===== config.mk =====
export PLATFORM = sky130hd
export DESIGN_NAME = interval_scheduler
export DESIGN_NICKNAME = d
export VERILOG_FILES = /design/src/rtl/interval_scheduler_pkg.sv /design/src/rtl/interval_scheduler_rr_arbiter.sv /design/src/rtl/interval_scheduler.sv
export SDC_FILE = /design/constraint.sdc
export NUM_CORES = 1
export LEC_CHECK = 0
export CAP_MARGIN = 0
export CELL_PAD_IN_SITES_DETAIL_PLACEMENT = 0
export CELL_PAD_IN_SITES_GLOBAL_PLACEMENT = 1
export CORE_ASPECT_RATIO = 1.1
export CORE_MARGIN = 4
export CORE_UTILIZATION = 33
export DETAILED_ROUTE_END_ITERATION = 10
export HOLD_SLACK_MARGIN = 0.02
export MAX_ROUTING_LAYER = met4
export PLACE_DENSITY_LB_ADDON = 0.1
export SYNTH_ARGS = -nofsm -noshare
export SYNTH_HDL_FRONTEND = slang
export SYNTH_HIERARCHICAL = 1
export SYNTH_SLANG_ARGS = --single-unit

===== constraint.sdc =====
create_clock -name clk -period 3.7 [get_ports clk]
set_input_delay 0.555 -clock clk [delete_from_list [all_inputs] [get_ports clk]]
set_output_delay 0.555 -clock clk [all_outputs]
set_load 0.005 [all_outputs]

===== src/rtl/interval_scheduler_pkg.sv =====
// Shared state encoding and reset-pointer constant for interval_scheduler.
package interval_scheduler_pkg;

    typedef enum logic [1:0] {
        SCHED_IDLE = 2'd0,
        SCHED_RUN  = 2'd1,
        SCHED_DONE = 2'd2
    } sched_state_t;

    // Pointer resets this far below NUM_REQ so that requester 0 is searched first.
    localparam int RST_PTR_OFFSET = 1;

    function automatic int reset_ptr(input int num_req);
        return num_req - RST_PTR_OFFSET;
    endfunction

endpackage


===== src/rtl/interval_scheduler_rr_arbiter.sv =====
// Combinational round-robin arbiter: one-hot winner searched from the index after ptr.
module rr_arbiter
    import interval_scheduler_pkg::*;
#(
    parameter int NUM_REQ = 4
) (
    input  logic [NUM_REQ-1:0]         req,
    input  logic [$clog2(NUM_REQ)-1:0] ptr,
    output logic [NUM_REQ-1:0]         grant,
    output logic [$clog2(NUM_REQ)-1:0] win,
    output logic                       valid
);

    localparam int IDX_W = $clog2(NUM_REQ);

    logic [IDX_W-1:0] cand_s;

    // Walk the ring starting just past ptr; the first pending request wins.
    always_comb begin
        grant  = {NUM_REQ{1'b0}};
        win    = {IDX_W{1'b0}};
        valid  = 1'b0;
        cand_s = {IDX_W{1'b0}};
        for (int k = 1; k <= NUM_REQ; k++) begin
            cand_s = IDX_W'((int'(ptr) + k) % NUM_REQ);
            if (!valid && req[cand_s]) begin
                valid         = 1'b1;
                grant[cand_s] = 1'b1;
                win           = cand_s;
            end else begin
                valid = valid;
            end
        end
    end

endmodule


===== src/rtl/interval_scheduler.sv =====
// One shared interval down-counter served round-robin to NUM_REQ requesters.
// Optional cancel port enabled by defining INTERVAL_SCHED_ABORT_EN.
module interval_scheduler
    import interval_scheduler_pkg::*;
#(
    parameter int NUM_REQ = 4,
    parameter int WIDTH   = 8
) (
    input  logic                       clk,
    input  logic                       rst,
`ifdef INTERVAL_SCHED_ABORT_EN
    input  logic [NUM_REQ-1:0]         abort,
`endif
    input  logic                       en,
    input  logic [NUM_REQ-1:0]         req,
    input  logic [NUM_REQ*WIDTH-1:0]   delay,
    output logic [NUM_REQ-1:0]         grant,
    output logic [NUM_REQ-1:0]         done,
    output logic                       busy,
    output logic [WIDTH-1:0]           count
);

    localparam int               IDX_W   = $clog2(NUM_REQ);
    localparam logic [IDX_W-1:0] RST_PTR = IDX_W'(reset_ptr(NUM_REQ));
    localparam logic [WIDTH-1:0] CNT_ONE = {{(WIDTH-1){1'b0}}, 1'b1};

    sched_state_t       state_r;
    sched_state_t       state_nx_s;
    logic [IDX_W-1:0]   ptr_r;
    logic [NUM_REQ-1:0] grant_r;
    logic [NUM_REQ-1:0] done_r;
    logic [WIDTH-1:0]   count_r;
    logic [NUM_REQ-1:0] arb_grant_s;
    logic [IDX_W-1:0]   arb_win_s;
    logic               arb_valid_s;
    logic [WIDTH-1:0]   win_delay_s;
    logic               expire_s;
    logic               abort_hit_s;

    rr_arbiter #(
        .NUM_REQ (NUM_REQ)
    ) u_arb (
        .req   (req),
        .ptr   (ptr_r),
        .grant (arb_grant_s),
        .win   (arb_win_s),
        .valid (arb_valid_s)
    );

`ifdef INTERVAL_SCHED_ABORT_EN
    assign abort_hit_s = |(abort & grant_r);
`else
    assign abort_hit_s = 1'b0;
`endif

    assign expire_s = en && (count_r == {WIDTH{1'b0}});

    // Pick the winning requester's delay slice.
    always_comb begin
        win_delay_s = {WIDTH{1'b0}};
        for (int i = 0; i < NUM_REQ; i++) begin
            if (arb_grant_s[i]) begin
                win_delay_s = delay[i*WIDTH +: WIDTH];
            end else begin
                win_delay_s = win_delay_s;
            end
        end
    end

    // State register.
    always_ff @(posedge clk) begin
        if (rst) begin
            state_r <= SCHED_IDLE;
        end else begin
            state_r <= state_nx_s;
        end
    end

    // Next-state decode; a cancel by the owner takes precedence over expiry.
    always_comb begin
        state_nx_s = state_r;
        case (state_r)
            SCHED_IDLE: begin
                if (arb_valid_s) state_nx_s = SCHED_RUN;
                else             state_nx_s = SCHED_IDLE;
            end
            SCHED_RUN: begin
                if (abort_hit_s)   state_nx_s = SCHED_IDLE;
                else if (expire_s) state_nx_s = SCHED_DONE;
                else               state_nx_s = SCHED_RUN;
            end
            SCHED_DONE: state_nx_s = SCHED_IDLE;
            default:    state_nx_s = SCHED_IDLE;
        endcase
    end

    // Counter, grant, done pulse and round-robin pointer.
    always_ff @(posedge clk) begin
        if (rst) begin
            count_r <= {WIDTH{1'b0}};
            grant_r <= {NUM_REQ{1'b0}};
            done_r  <= {NUM_REQ{1'b0}};
            ptr_r   <= RST_PTR;
        end else begin
            case (state_r)
                SCHED_IDLE: begin
                    done_r <= {NUM_REQ{1'b0}};
                    if (arb_valid_s) begin
                        grant_r <= arb_grant_s;
                        count_r <= win_delay_s;
                        ptr_r   <= arb_win_s;
                    end else begin
                        grant_r <= {NUM_REQ{1'b0}};
                        count_r <= {WIDTH{1'b0}};
                    end
                end
                SCHED_RUN: begin
                    if (abort_hit_s) begin
                        grant_r <= {NUM_REQ{1'b0}};
                        count_r <= {WIDTH{1'b0}};
                        done_r  <= {NUM_REQ{1'b0}};
                    end else if (expire_s) begin
                        done_r  <= grant_r;
                        grant_r <= {NUM_REQ{1'b0}};
                        count_r <= {WIDTH{1'b0}};
                    end else if (en) begin
                        count_r <= count_r - CNT_ONE;
                    end else begin
                        count_r <= count_r;
                    end
                end
                SCHED_DONE: begin
                    done_r  <= {NUM_REQ{1'b0}};
                    grant_r <= {NUM_REQ{1'b0}};
                    count_r <= {WIDTH{1'b0}};
                end
                default: begin
                    done_r  <= {NUM_REQ{1'b0}};
                    grant_r <= {NUM_REQ{1'b0}};
                    count_r <= {WIDTH{1'b0}};
                end
            endcase
        end
    end

    assign grant = grant_r;
    assign done  = done_r;
    assign count = count_r;
    assign busy  = (state_r != SCHED_IDLE);

endmodule

==> results, run 1 <==
- The run finished with clean final reports.
- For this design the top-level I/O count stands at 56.
- The per-instance average area after synthesis is 7.81 µm².
- The TritonCTS clock tree is done.
- The number of iterations in the first detailed-routing pass is 4.
- The die covers ~6500 µm².
- The count of hold-fix buffers inserted at cts is 0.
- Registers take 400 µm².
- The tightest hold path in the finished design has a slack of approximately 0.45 ns.
- In this run, synthesis produced a sequential element count of 20.
- The congestion estimate from routability-driven global placement came to 0.865.
- Once the floorplan was initialized, standard cells occupied about a third of the core.
- The cell at the root of the clock tree is sky130_fd_sc_hd__clkbuf_8.
- The number of nets handed over by synthesis was between 200 and 300.
- The max-capacitance violation count is 0.
- The biggest area contributor in the post-synthesis netlist is sky130_fd_sc_hd__dfxtp_1.
- On the critical path, the stage with the largest delay is an instance of sky130_fd_sc_hd__clkdlybuf4s50_1.
- The largest clock skew in the final design is 0.00936 ns.
- Setup violations remaining at the end of the flow were counted as 0.
- After clock tree synthesis, the clock-pin slew on the worst setup and hold paths is around 0.080 ns.
- The number of resized instances in the post-cts repair step is 0.
- The core region is 5070 µm².
- The via-per-instance ratio is ~5.4.
- The final antenna-violating net count is 0.
- Counting along the longest clock path gives a buffer depth of 2.
- Ranked by total cell area, the synthesized netlist is headed by sky130_fd_sc_hd__dfxtp_1 23%, sky130_fd_sc_hd__ha_1 7.2%, sky130_fd_sc_hd__a221o_1 5.7%, sky130_fd_sc_hd__a22oi_1 5.2%, sky130_fd_sc_hd__nand2_1 5.0%.
- Measured along the y axis, the die boundary spans 84.2 µm.
- The static leakage is 0.909 nW.
- STA classifies the critical path endpoint as a flip-flop.
- Summed over all layers, the global routing overflow is 0.
- Counting both buffers and inverters, the worst setup path holds a total of 1.
- The cell area after synthesis is 1740 µm².
- Timing would allow up to 326 MHz.
- After the first detailed-routing iteration, the DRC count stood at 84.
- The remaining routing DRC violations is 0.
- The tightest min-delay check is of the reg -> reg type.
- The count of final max-slew check failures is 0.
- Across every metal layer, demand over resource in global routing totals roughly 16%.
- The number of warnings issued by yosys is 6.
- The number of failing hold endpoints at the final stage was 0.
- The worst pin sits at a relative slew slack of 56.2%.
- The number of buffers added by the clock tree synthesis step is 3.
- The multi-input combinational cells in the finished layout cover a total of about 1200 µm².
- Setup repair after global routing left no endpoint under its margin.
- The worst-case IR drop observed on VDD is 0.240 mV.
- Setup slack on the critical path of the routed design comes to between 0.6 and 0.7 ns.
- Buffers placed on the I/O ports in this run total between 50 and 60.
- Walking the worst path, the cells encountered are clkdlybuf4s50_1, or3b_1, o21ai_1, a21oi_1, o22ai_2, a221o_1, nor2b_1, a221o_1, a22oi_1, o211ai_1.
- The total via count in the routed design is 1788.
- The kind of critical path is in -> reg.
- The count of unique library cells instantiated by Yosys is 48.
- The count of fill cells added during filler insertion is between 500 and 600.
- In the finished design, the share of the clock period the worst path needs comes to between 80 and 90%.
- The actual slew at the worst max-slew pin is 0.657 ns.
- The summed negative setup slack over all endpoints is 0 ns.
- The share of synthesized registers carrying an async set or reset is 0%.
- The wire length after detailed routing is around 5000 µm.
- The routed wirelength normalized by instance count is 15.3 µm.
- CTS saw 20 sinks.
- The clock period could shrink to between 3 and 4 ns.
- The initial antenna violation count was 0.
- The largest single stage delay on the critical path is ~0.66 ns.
- After synthesis, flip-flops and latches occupy 23.0% of the total area.
- Before CTS, the worst setup slack after placement is 0.345 ns.
- The share of final-layout standard cells stronger than drive strength 1 is 9.12%.
- The via count of the first global-routing pass is ~1.7k.
- The die outline width is around 77 µm.
- 0 antenna diodes ended up in the layout.
- Summed over all nets, the half-perimeter wirelength after detailed placement is between 4000 and 5000 µm.
- Entering global routing, the biggest net connects 18 pins.
- In this run, synthesis inferred 0 flip-flops with an integrated enable.
- The number of H-tree levels is 1.
- The data arrival time of the critical path is 3.25 ns.
- The required time at the endpoint of the critical path is 3.88 ns.
- The clock network latency to the later pin of the worst-skew pair is 0.26 ns.
- Compared with the post-synthesis result, the final layout area differs by 38.1%.
- Summing internal, switching and leakage power gives around 1.7 mW.
- For this design the ratio of total power to cell area is 702 nW/µm².
- The maximum fanout encountered on the critical timing path is 10.
- The wire length of the first global-routing pass is between 8000 and 9000 µm.
- The kind of start point of the critical path is an input pin.
- In this run the core area contains 27 standard-cell rows.
- Post-CTS timing repair inserted 0 buffers for setup.
- In the synthesized netlist, the number of instances is between 200 and 250.
- The predominant post-synthesis flop cell is sky130_fd_sc_hd__dfxtp_1.
- The area share of the leading cell type in the synthesized netlist is 23.0%.
- The net total in the final layout is between 300 and 400.
- The most common cell type on the critical path is sky130_fd_sc_hd__a221o_1.
- The kind of cell with the highest combined delay along the critical path is compound AO/OA/AOI/OAI gates.
## cells by family (layout without fill, tap and decap cells)
family / after synthesis / in the layout / synth area share, %
DFF: 20 / 20 / 23.0
buffers and inverters: 32 / 83 / 8.62
and+or+nand+nor: 78 / 78 / 22.7
adders and majority gates: 10 / 10 / 7.18
muxes: 6 / 6 / 4.88
AOI/OAI and AO/OA: 77 / 77 / 33.6
## flip-flops by register name, indices dropped and copies added (netlist names)
name and count:
grant 4, done 4, state_r 2, ptr_r 2, count 8
## power by group
part,switching (mW),internal (mW)
Sequential,0.0969,0.282
Combinational,0.576,0.516
Clock,0.0739,0.144
Total,0.747,0.942
## final cells by class
cell class,instances,share of cell area [%]
multi-input cells,171,49.8
repair buffers,61,24.8
flip-flops and latches,20,16.6
well taps,58,3.02
inverters,18,2.81
clock buffers,3,1.72
clock inverters,1,1.25
## cell usage after synthesis, drive strengths merged, types with 3 or more instances
cell type and number:
a211o 3, a211oi 4, a21oi 18, a221o 10
a22oi 12, a31oi 6, buf 7, clkbuf 7
dfxtp 20, ha 10, inv 18, mux2i 5
nand2 23, nand2b 5, nand3 11, nor2 19
nor2b 5, nor3 4, nor4 3, o21ai 11
o22ai 4
## worst paths after layout
kind | from | to | slack (ns) | cells past startpoint
setup / recovery | req[2] | count[7] | 0.63 | 10
setup reg to reg | ptr_r[1] | count[7] | 0.82 | 9
hold reg to reg | done[2] | done[2] | 0.45 | 2
hold / removal | done[2] | done[2] | 0.45 | 2
## per-layer routing
metal	global-route usage (%)	part of all wire, %
met5	-	0
met4	3.56	1.3
met3	1.93	3.6
met2	26.2	48
met1	20.9	47
## worst reg2reg max path: cells and delay by family, from the launching register on
kind / cells / cell delay (ns)
fa+ha+maj: 1 / 0.57
flops: 1 / 0.33
buf+inv: 1 / 0.13
simple gates: 1 / 0.44
compound gates: 5 / 0.92
mux: 1 / 0.40
## through the flow
stage	instances	cell area [µm²]	util [%]
2_1_floorplan	223	1740	-
3_3_place_gp	328	2330	46.0
3_5_place_dp	328	2330	46.0
4_1_cts	332	2400	47.5
5_1_grt	332	2400	47.5
6_report	332	2400	47.5
## layout by cell type (no fill, tap or decap), drive strengths merged, types with 2 or more instances in the layout
| master | Yosys | final |
|---|---|---|
| o21ai | 11 | 11 |
| inv | 18 | 18 |
| ha | 10 | 10 |
| nand3 | 11 | 11 |
| a211oi | 4 | 4 |
| a22oi | 12 | 12 |
| a211o | 3 | 3 |
| a21boi | 2 | 2 |
| nand2b | 5 | 5 |
| clkbuf | 7 | 3 |
| a21oi | 18 | 18 |
| clkdlybuf4s50 | 0 | 55 |
| nor3b | 2 | 2 |
| o22ai | 4 | 4 |
| a221oi | 2 | 2 |
| a31oi | 6 | 6 |
| or3b | 2 | 2 |
| nor4 | 3 | 3 |
| buf | 7 | 6 |
| nor2b | 5 | 5 |
| dfxtp | 20 | 20 |
| nor2 | 19 | 19 |
| mux2i | 5 | 5 |
| nor3 | 4 | 4 |
| a221o | 10 | 10 |
| nand2 | 23 | 23 |
Note: power is estimated with default switching activity, not from simulation.
==> run 2, diff against run 1 <==
--- a/config.mk
+++ b/config.mk
@@ -10,7 +10,7 @@
 export CELL_PAD_IN_SITES_GLOBAL_PLACEMENT = 1
 export CORE_ASPECT_RATIO = 1.1
 export CORE_MARGIN = 4
-export CORE_UTILIZATION = 33
+export CORE_UTILIZATION = 30
 export DETAILED_ROUTE_END_ITERATION = 10
 export HOLD_SLACK_MARGIN = 0.02
 export MAX_ROUTING_LAYER = met4
==> constraint.sdc (replaced) <==
create_clock -name clk -period 2.7 [get_ports clk]
set_input_delay 0.405 -clock clk [delete_from_list [all_inputs] [get_ports clk]]
set_output_delay 0.405 -clock clk [all_outputs]
set_load 0.005 [all_outputs]
==> results, run 2 (synthesis gave the netlist of run 1 again) <==
- The max-capacitance violation count is 0 (unchanged).
- The wire length of the first global-routing pass came to 9120 µm (+9.4%).
- The post-layout minimum cycle time is 2.53 ns.
- The largest clock skew in the final design is 0.00652 ns (-0.00285 ns).
- The maximum cell stage delay along the critical path is 0.61 ns (-0.05 ns).
- The critical path in this run is classified as reg -> reg.
- The share of final-layout standard cells stronger than drive strength 1 came to 18.9% (+9.8 points).
- The HPWL after detailed placement was 4540 µm (+13%).
- The cell row count is 28 (+3.7%).
- The routed wirelength normalized by instance count is 14.8 µm (-3.4%).
- The via count of the first global-routing pass came to 1894 (+12%).
- The number of antenna cells inserted is 0 (unchanged).
- The clock power share is 11.7% (-1.2 points).
- The number of H-tree levels is 1 (unchanged).
- The number of failing hold endpoints at the final stage is 0 (unchanged).
- The data arrival time of the critical path is 2.66 ns (-0.59 ns).
- The portion of total power attributed to combinational logic came to 67.6% (+2.9 points).
- The wire length after detailed routing is 5590 µm (+9.7%).
- The die outline width came to 80.7 µm (+4.4%).
- The cell internal power dissipation is 1.47 mW (+56%).
- The actual slew at the worst max-slew pin is 0.557 ns (-0.0998 ns).
- The switching part of the total is 42.6% (-1.6 points).
- The remaining routing DRC violations is 0 (unchanged).
- The switching power total was 1.09 mW (+46%).
- The cell at the root of the clock tree is sky130_fd_sc_hd__clkbuf_8.
- The critical path goes through buf_12, mux4_2, nand2_1, o21ai_1, a221o_1, nor2b_1, buf_4, a221o_1, a22oi_2, o32ai_1.
- The post-CTS setup-driven buffer insertion count was 0 (unchanged).
- The classification of the worst-slack hold path is reg -> reg.
- The count of clock tree sinks came to 20 (unchanged).
- The overall track demand over capacity in global routing was 16.8% (+0.93 points).
- The cell area after placement was 2580 µm² (+11%).
- After layout, the worst path uses between 90% and 100% of the clock period.
- The final antenna-violating net count came to 0 (unchanged).
- Leaving out fill and tap cells, the most frequent cell in the layout is sky130_fd_sc_hd__clkdlybuf4s50_1.
- The power per cell area was 953 nW/µm² (+36%).
- The effective utilization at floorplan is 31.7% (-2.7 points).
- The number of I/O port buffers is 55 (unchanged).
- The run finished with clean final reports.
- The register clock-pin slew on the reported worst setup and hold paths is 0.08 ns (about the same).
- The placed instance count is 373 (+14%).
- The area of the core is 5500 µm² (+8.5%).
- The maximum number of pins on one net before global-route repair came to 17 (-1).
- The static leakage is 1.09 nW (+20%).
- The number of buffers added by the clock tree synthesis step is 3 (unchanged).
- The kind of start point of the critical path is a flip-flop.
- The die boundary height came to 87.9 µm (+4.4%).
- Leaving out fill and tap cells, the most frequent cells in the layout are 51 x sky130_fd_sc_hd__clkdlybuf4s50_1, 33 x sky130_fd_sc_hd__buf_4, 23 x sky130_fd_sc_hd__nand2_1, 19 x sky130_fd_sc_hd__dfxtp_1, 18 x sky130_fd_sc_hd__nor2_1.
- The number of design-rule violations left by the first detailed-router iteration came to 80 (-4.8%).
- The I/O pin total is 56 (unchanged).
- The sum of overflow across all layers after global routing was 0 (unchanged).
- The required time at the endpoint of the critical path was 2.83 ns (-1.05 ns).
- The initial antenna violation count is 0 (unchanged).
- The final cell count without fillers came to 377 (+14%).
- The net total in the final layout came to 352 (+8.6%).
- The kind of end point of the critical path is a flip-flop.
- Among all stages on the critical path, the largest delay is contributed by sky130_fd_sc_hd__mux4_2.
- The via-per-instance ratio is 5.15 (-4.4%).
- The total via count in the routed design is 1940 (+8.5%).
- The overall die area is 7090 µm² (+9.0%).
- The area growth from synthesis to layout is 54.2%.
- The number of iterations in the first detailed-routing pass is 4 (unchanged).
- TritonCTS built the clock tree.
- The maximum VDD drop is 0.375 mV (+56%).
- The most common cell type on the critical path is sky130_fd_sc_hd__a221o_1.
- The proportion of power drawn by flip-flops and latches came to 20.8% (-1.6 points).
- The number of setup violations in the final report came to 0 (unchanged).
- The flip-flop count of the largest register, all copies and words added is 8 (unchanged).
- The maximum clock path buffer count is 2 (unchanged).
- Derived from the worst setup path, the maximum achievable clock frequency is roughly 390 MHz.
- Setup repair after global routing left no endpoint under its margin.
- The count of final max-slew check failures is 0 (unchanged).
- The routability-driven placement congestion ratio is 0.849 (-1.8%).
- The clock network latency to the later pin of the worst-skew pair came to 0.26 ns (about the same).
- The normalized max-slew margin is 62.6% (+6.4 points).
- The final instance area is 2690 µm² (+12%).
- The maximum fanout encountered on the critical timing path is 16 (+6).
-- run 2: changes by cell type in the layout (fill, tap and decap cells not counted) --
| cell | previous run | this run |
|---|---|---|
| sky130_fd_sc_hd__clkdlybuf4s50_1 | 55 | 51 |
| sky130_fd_sc_hd__a221oi_4 | 0 | 1 |
| sky130_fd_sc_hd__dfxtp_2 | 0 | 1 |
| sky130_fd_sc_hd__dfxtp_1 | 20 | 19 |
| sky130_fd_sc_hd__buf_12 | 0 | 1 |
| sky130_fd_sc_hd__buf_4 | 6 | 33 |
| sky130_fd_sc_hd__o21ai_1 | 5 | 6 |
| sky130_fd_sc_hd__a221oi_2 | 1 | 0 |
| sky130_fd_sc_hd__a22oi_1 | 12 | 9 |
| sky130_fd_sc_hd__a22oi_2 | 0 | 3 |
| sky130_fd_sc_hd__o21ai_0 | 6 | 5 |
| sky130_fd_sc_hd__dlymetal6s2s_1 | 0 | 4 |
-- run 2: critical path: cells and delay by family, from the launching register on --
family	cells	cell delay, ns
and+or+nand+nor	2	0.24
AOI/OAI and AO/OA	5	0.88
buffers and inverters	2	0.29
DFF	1	0.37
muxes	1	0.61
-- run 2: metrics by stage --
stage	util (%)	TNS (ns)	power, mW	setup WS, ns	hold WS [ns]
2_1_floorplan	-	0	1.55	0.0457	0.453
3_3_place_gp	46.9	-1.18	2.23	-0.210	0.442
3_5_place_dp	46.9	-1.53	2.23	-0.261	0.446
4_1_cts	48.2	0	2.54	0.0134	0.457
5_1_grt	48.8	0	2.79	0.0100	0.483
6_report	48.8	0	2.56	0.168	0.455
-- run 2: final timing paths --
check,start,endpoint,slack (ns),cells after the start
min reg2reg,done[2],done[2],0.46,2
max,ptr_r[0],count[4],0.17,10
min,done[2],done[2],0.46,2
max reg2reg,ptr_r[0],count[4],0.17,10
-- run 2: per-layer routing --
layer | GRT usage, % | up-vias | wire [µm]
li1 | - | 979 | -
met1 | 20.2 | 899 | 2390
met2 | 29.7 | 58 | 2920
met3 | 1.44 | 4 | 205
met4 | 5.22 | 0 | 67
met5 | - | - | 0
-- run 2: power groups by stage --
stage	clock network, mW	registers (mW)	logic, mW
after floorplan	0	0.517	1.04
after global placement	0	0.539	1.69
after detailed placement	0	0.540	1.69
after CTS	0.302	0.533	1.71
after global routing	0.314	0.547	1.93
final	0.299	0.532	1.73
-- run 2: area by class of cell --
type	instances	area, µm²
Clock buffer	3	41.3
Clock inverter	1	30.0
Fill cell	579	2810
Inverter	18	67.6
Multi-Input combinational cell	171	1220
Sequential cell	20	402
Tap cell	75	93.8
Timing Repair Buffer	89	828
-- run 2: timing repair --
item | CTS | global route
hold buffers | 0 | 0
setup endpoints to repair | 0 | 8
resized for setup | 0 | 9
==> run 3, diff against run 2 <==
--- a/config.mk
+++ b/config.mk
@@ -12,7 +12,6 @@
 export CORE_MARGIN = 4
 export CORE_UTILIZATION = 30
 export DETAILED_ROUTE_END_ITERATION = 10
-export HOLD_SLACK_MARGIN = 0.02
 export MAX_ROUTING_LAYER = met4
 export PLACE_DENSITY_LB_ADDON = 0.1
 export SYNTH_ARGS = -nofsm -noshare
==> results of run 3 <==
Final layout, timing and power as in run 2 (identical DEF).
==> variant: new RTL, config.mk and constraints of run 1 <==
Re-encode `sched_state_t` (3 states) as one-hot, 3 bits wide.
--- a/src/rtl/interval_scheduler_pkg.sv
+++ b/src/rtl/interval_scheduler_pkg.sv
@@ -1,10 +1,10 @@
 // Shared state encoding and reset-pointer constant for interval_scheduler.
 package interval_scheduler_pkg;
 
-    typedef enum logic [1:0] {
-        SCHED_IDLE = 2'd0,
-        SCHED_RUN  = 2'd1,
-        SCHED_DONE = 2'd2
+    typedef enum logic [2:0] {
+        SCHED_IDLE = 3'b001,
+        SCHED_RUN  = 3'b010,
+        SCHED_DONE = 3'b100
     } sched_state_t;
 
     // Pointer resets this far below NUM_REQ so that requester 0 is searched first.
Behaviour: same outputs for any inputs over 4 cycles, from zero or initial values and one cycle with rst high; so few cycles prove little.
==> variant against run 1 <==
Clock power is 30% lower; global-route usage is 0.49 points higher; critical endpoint is now count[3]$_SDFFE_PP0P_; cell area decreased by 0.78%; total power shrank 15%; area after synthesis grew 0.29%; count of clock-buffer cells in the layout unchanged; via count increased by 1.8%; first-iteration DRC count down 7.1%; worst setup slack better by 0.0070 ns; wire length is 3.0% higher; sequential cell count is 1 higher; hold slack better by 0.047 ns.
==> variant: results (changes against run 1) <==
Setup path:
- The arrival time at the worst endpoint is 3.27 ns (+0.02 ns).
- The worst register-to-register path ends at count[3]$_SDFFE_PP0P_.

GRT:
- The routing usage on met3 is 0.0182 (-0.00107).
- The largest net degree at the start of global routing is 20 (+2).
- The met2 usage is 0.298 (+0.0361).
- The via count of the first global-routing pass came to 1751 (+3.7%).
- The global-route wire length before repair was 8.63 mm (+3.5%).
- The met1 track demand over resource in global routing is 0.193 (-0.0163).

Final layout:
- The final-layout clock-cell area share is 0.0194 (-0.0103).
- The number of filler cells placed in the layout came to 505 (+0.80%).
- The register area is 420 sq um (+5.0%).
- The synthesis-to-layout area growth is 36.6%.
- The ratio of cells with drive above 1 in the final layout is 0.0902 (-0.00102).
- The relative area of non-clock buffer cells in the final design is 0.256 (+0.00824).
- The antenna diode instance count was 0 (unchanged).
- The final net count is 315 (-2.8%).
- The multi-input combinational gate total is 164 (-4.1%).
- The non-clock inverter total of the final layout is 14 (-4).
- The fraction of area in multi-input gates is 0.496 (-0.00185).
- The number of buffers outside the clock class in the layout is 63 (+3.3%).

Synthesis:
- The synthesized-area fraction occupied by adder cells came to 0.0645 (-0.00737).
- The number of different library cells in the post-synthesis netlist was 60 (+25%).
- The mean instance size in the synthesized netlist is 8.09 sq um (+3.5%).
- The multiplexer share of the synthesized area is 0.0659 (+0.0171).
- The synthesized flop and latch total is 21 (+5.0%).
- By count the netlist is led by sky130_fd_sc_hd__dfxtp_1 (21), sky130_fd_sc_hd__nand2_1 (16), sky130_fd_sc_hd__nor2_1 (16).
- The fraction of the mapped netlist area in compound gates was 0.313 (-0.0232).
- The net count after synthesis came to 264 (-2.9%).
- Sorting the synthesized cells by area gives the leading types as sky130_fd_sc_hd__dfxtp_1 (24%), sky130_fd_sc_hd__ha_1 (6.4%), sky130_fd_sc_hd__a221o_1 (5.7%).
- The post-synthesis sequential area ratio is 0.241 (+0.0108).

Pwr:
- The switching power total came to 0.624 mW (-16%).
- The worst ir drop on vdd is 0.000218 V (-9.0%).
- The static leakage is 0.898 nW (-1.2%).
- The power drawn by the sequential cells is 0.337 mW (-11%).
- The power in the clock group is 0.153 mW (-30%).
- The combinational logic power is 0.954 mW (-12%).

Route:
- The vias per cell is 5.62 (+4.4%).
- The post-route met1 wirelength is 2.28 mm (-4.7%).
- The met3 wire length is 210 um (+15%).
- The count of routing violations after the opening detailed-route iteration came to 78 (-7.1%).
- The met2 routed wirelength is 2.70 mm (+10%).

Outcome:
- The run finished with clean final reports.

Place:
- The instance area after placement is 2340 sq um (+0.27%).
- The global placement routability congestion is 0.864 (about the same).
- The detailed placement HPWL came to 4.10 mm (+2.0%).

Min path:
- The startpoint identified for the worst hold timing path is done[0]$_SDFFE_PP0P_.

Timing:
- The worst relative slew slack is 0.595 (+0.0327).
- The clock skew is 0.00175 ns (-0.00762 ns).
- The tightest hold margin came to 0.502 ns (+0.0468 ns).
==> variant: changes by cell type after synthesis, sizes merged, moves of 4 or more <==
cell,before,now
nand2,23,16
nand3,11,6
clkbuf,7,12
a21oi,18,13
inv,18,14
a22oi,12,7
==> variant: metrics by stage <==
| step | util | worst slack (ns) | std cells |
|---|---|---|---|
| 2_1_floorplan | - | 0.868 | 216 |
| 3_3_place_gp | 0.462 | 0.417 | 320 |
| 3_5_place_dp | 0.462 | 0.403 | 320 |
| 4_1_cts | 0.471 | 0.676 | 324 |
| 5_1_grt | 0.471 | 0.401 | 324 |
| 6_report | 0.471 | 0.636 | 324 |
==> variant: worst max-delay path by stage <==
stage,end
2_1_floorplan,count[3]$_SDFFE_PP0P_
3_3_place_gp,count[7]$_SDFFE_PP0P_
3_5_place_dp,count[7]$_SDFFE_PP0P_
4_1_cts,count[7]$_SDFFE_PP0P_
5_1_grt,count[3]$_SDFFE_PP0P_
6_report,count[3]$_SDFFE_PP0P_
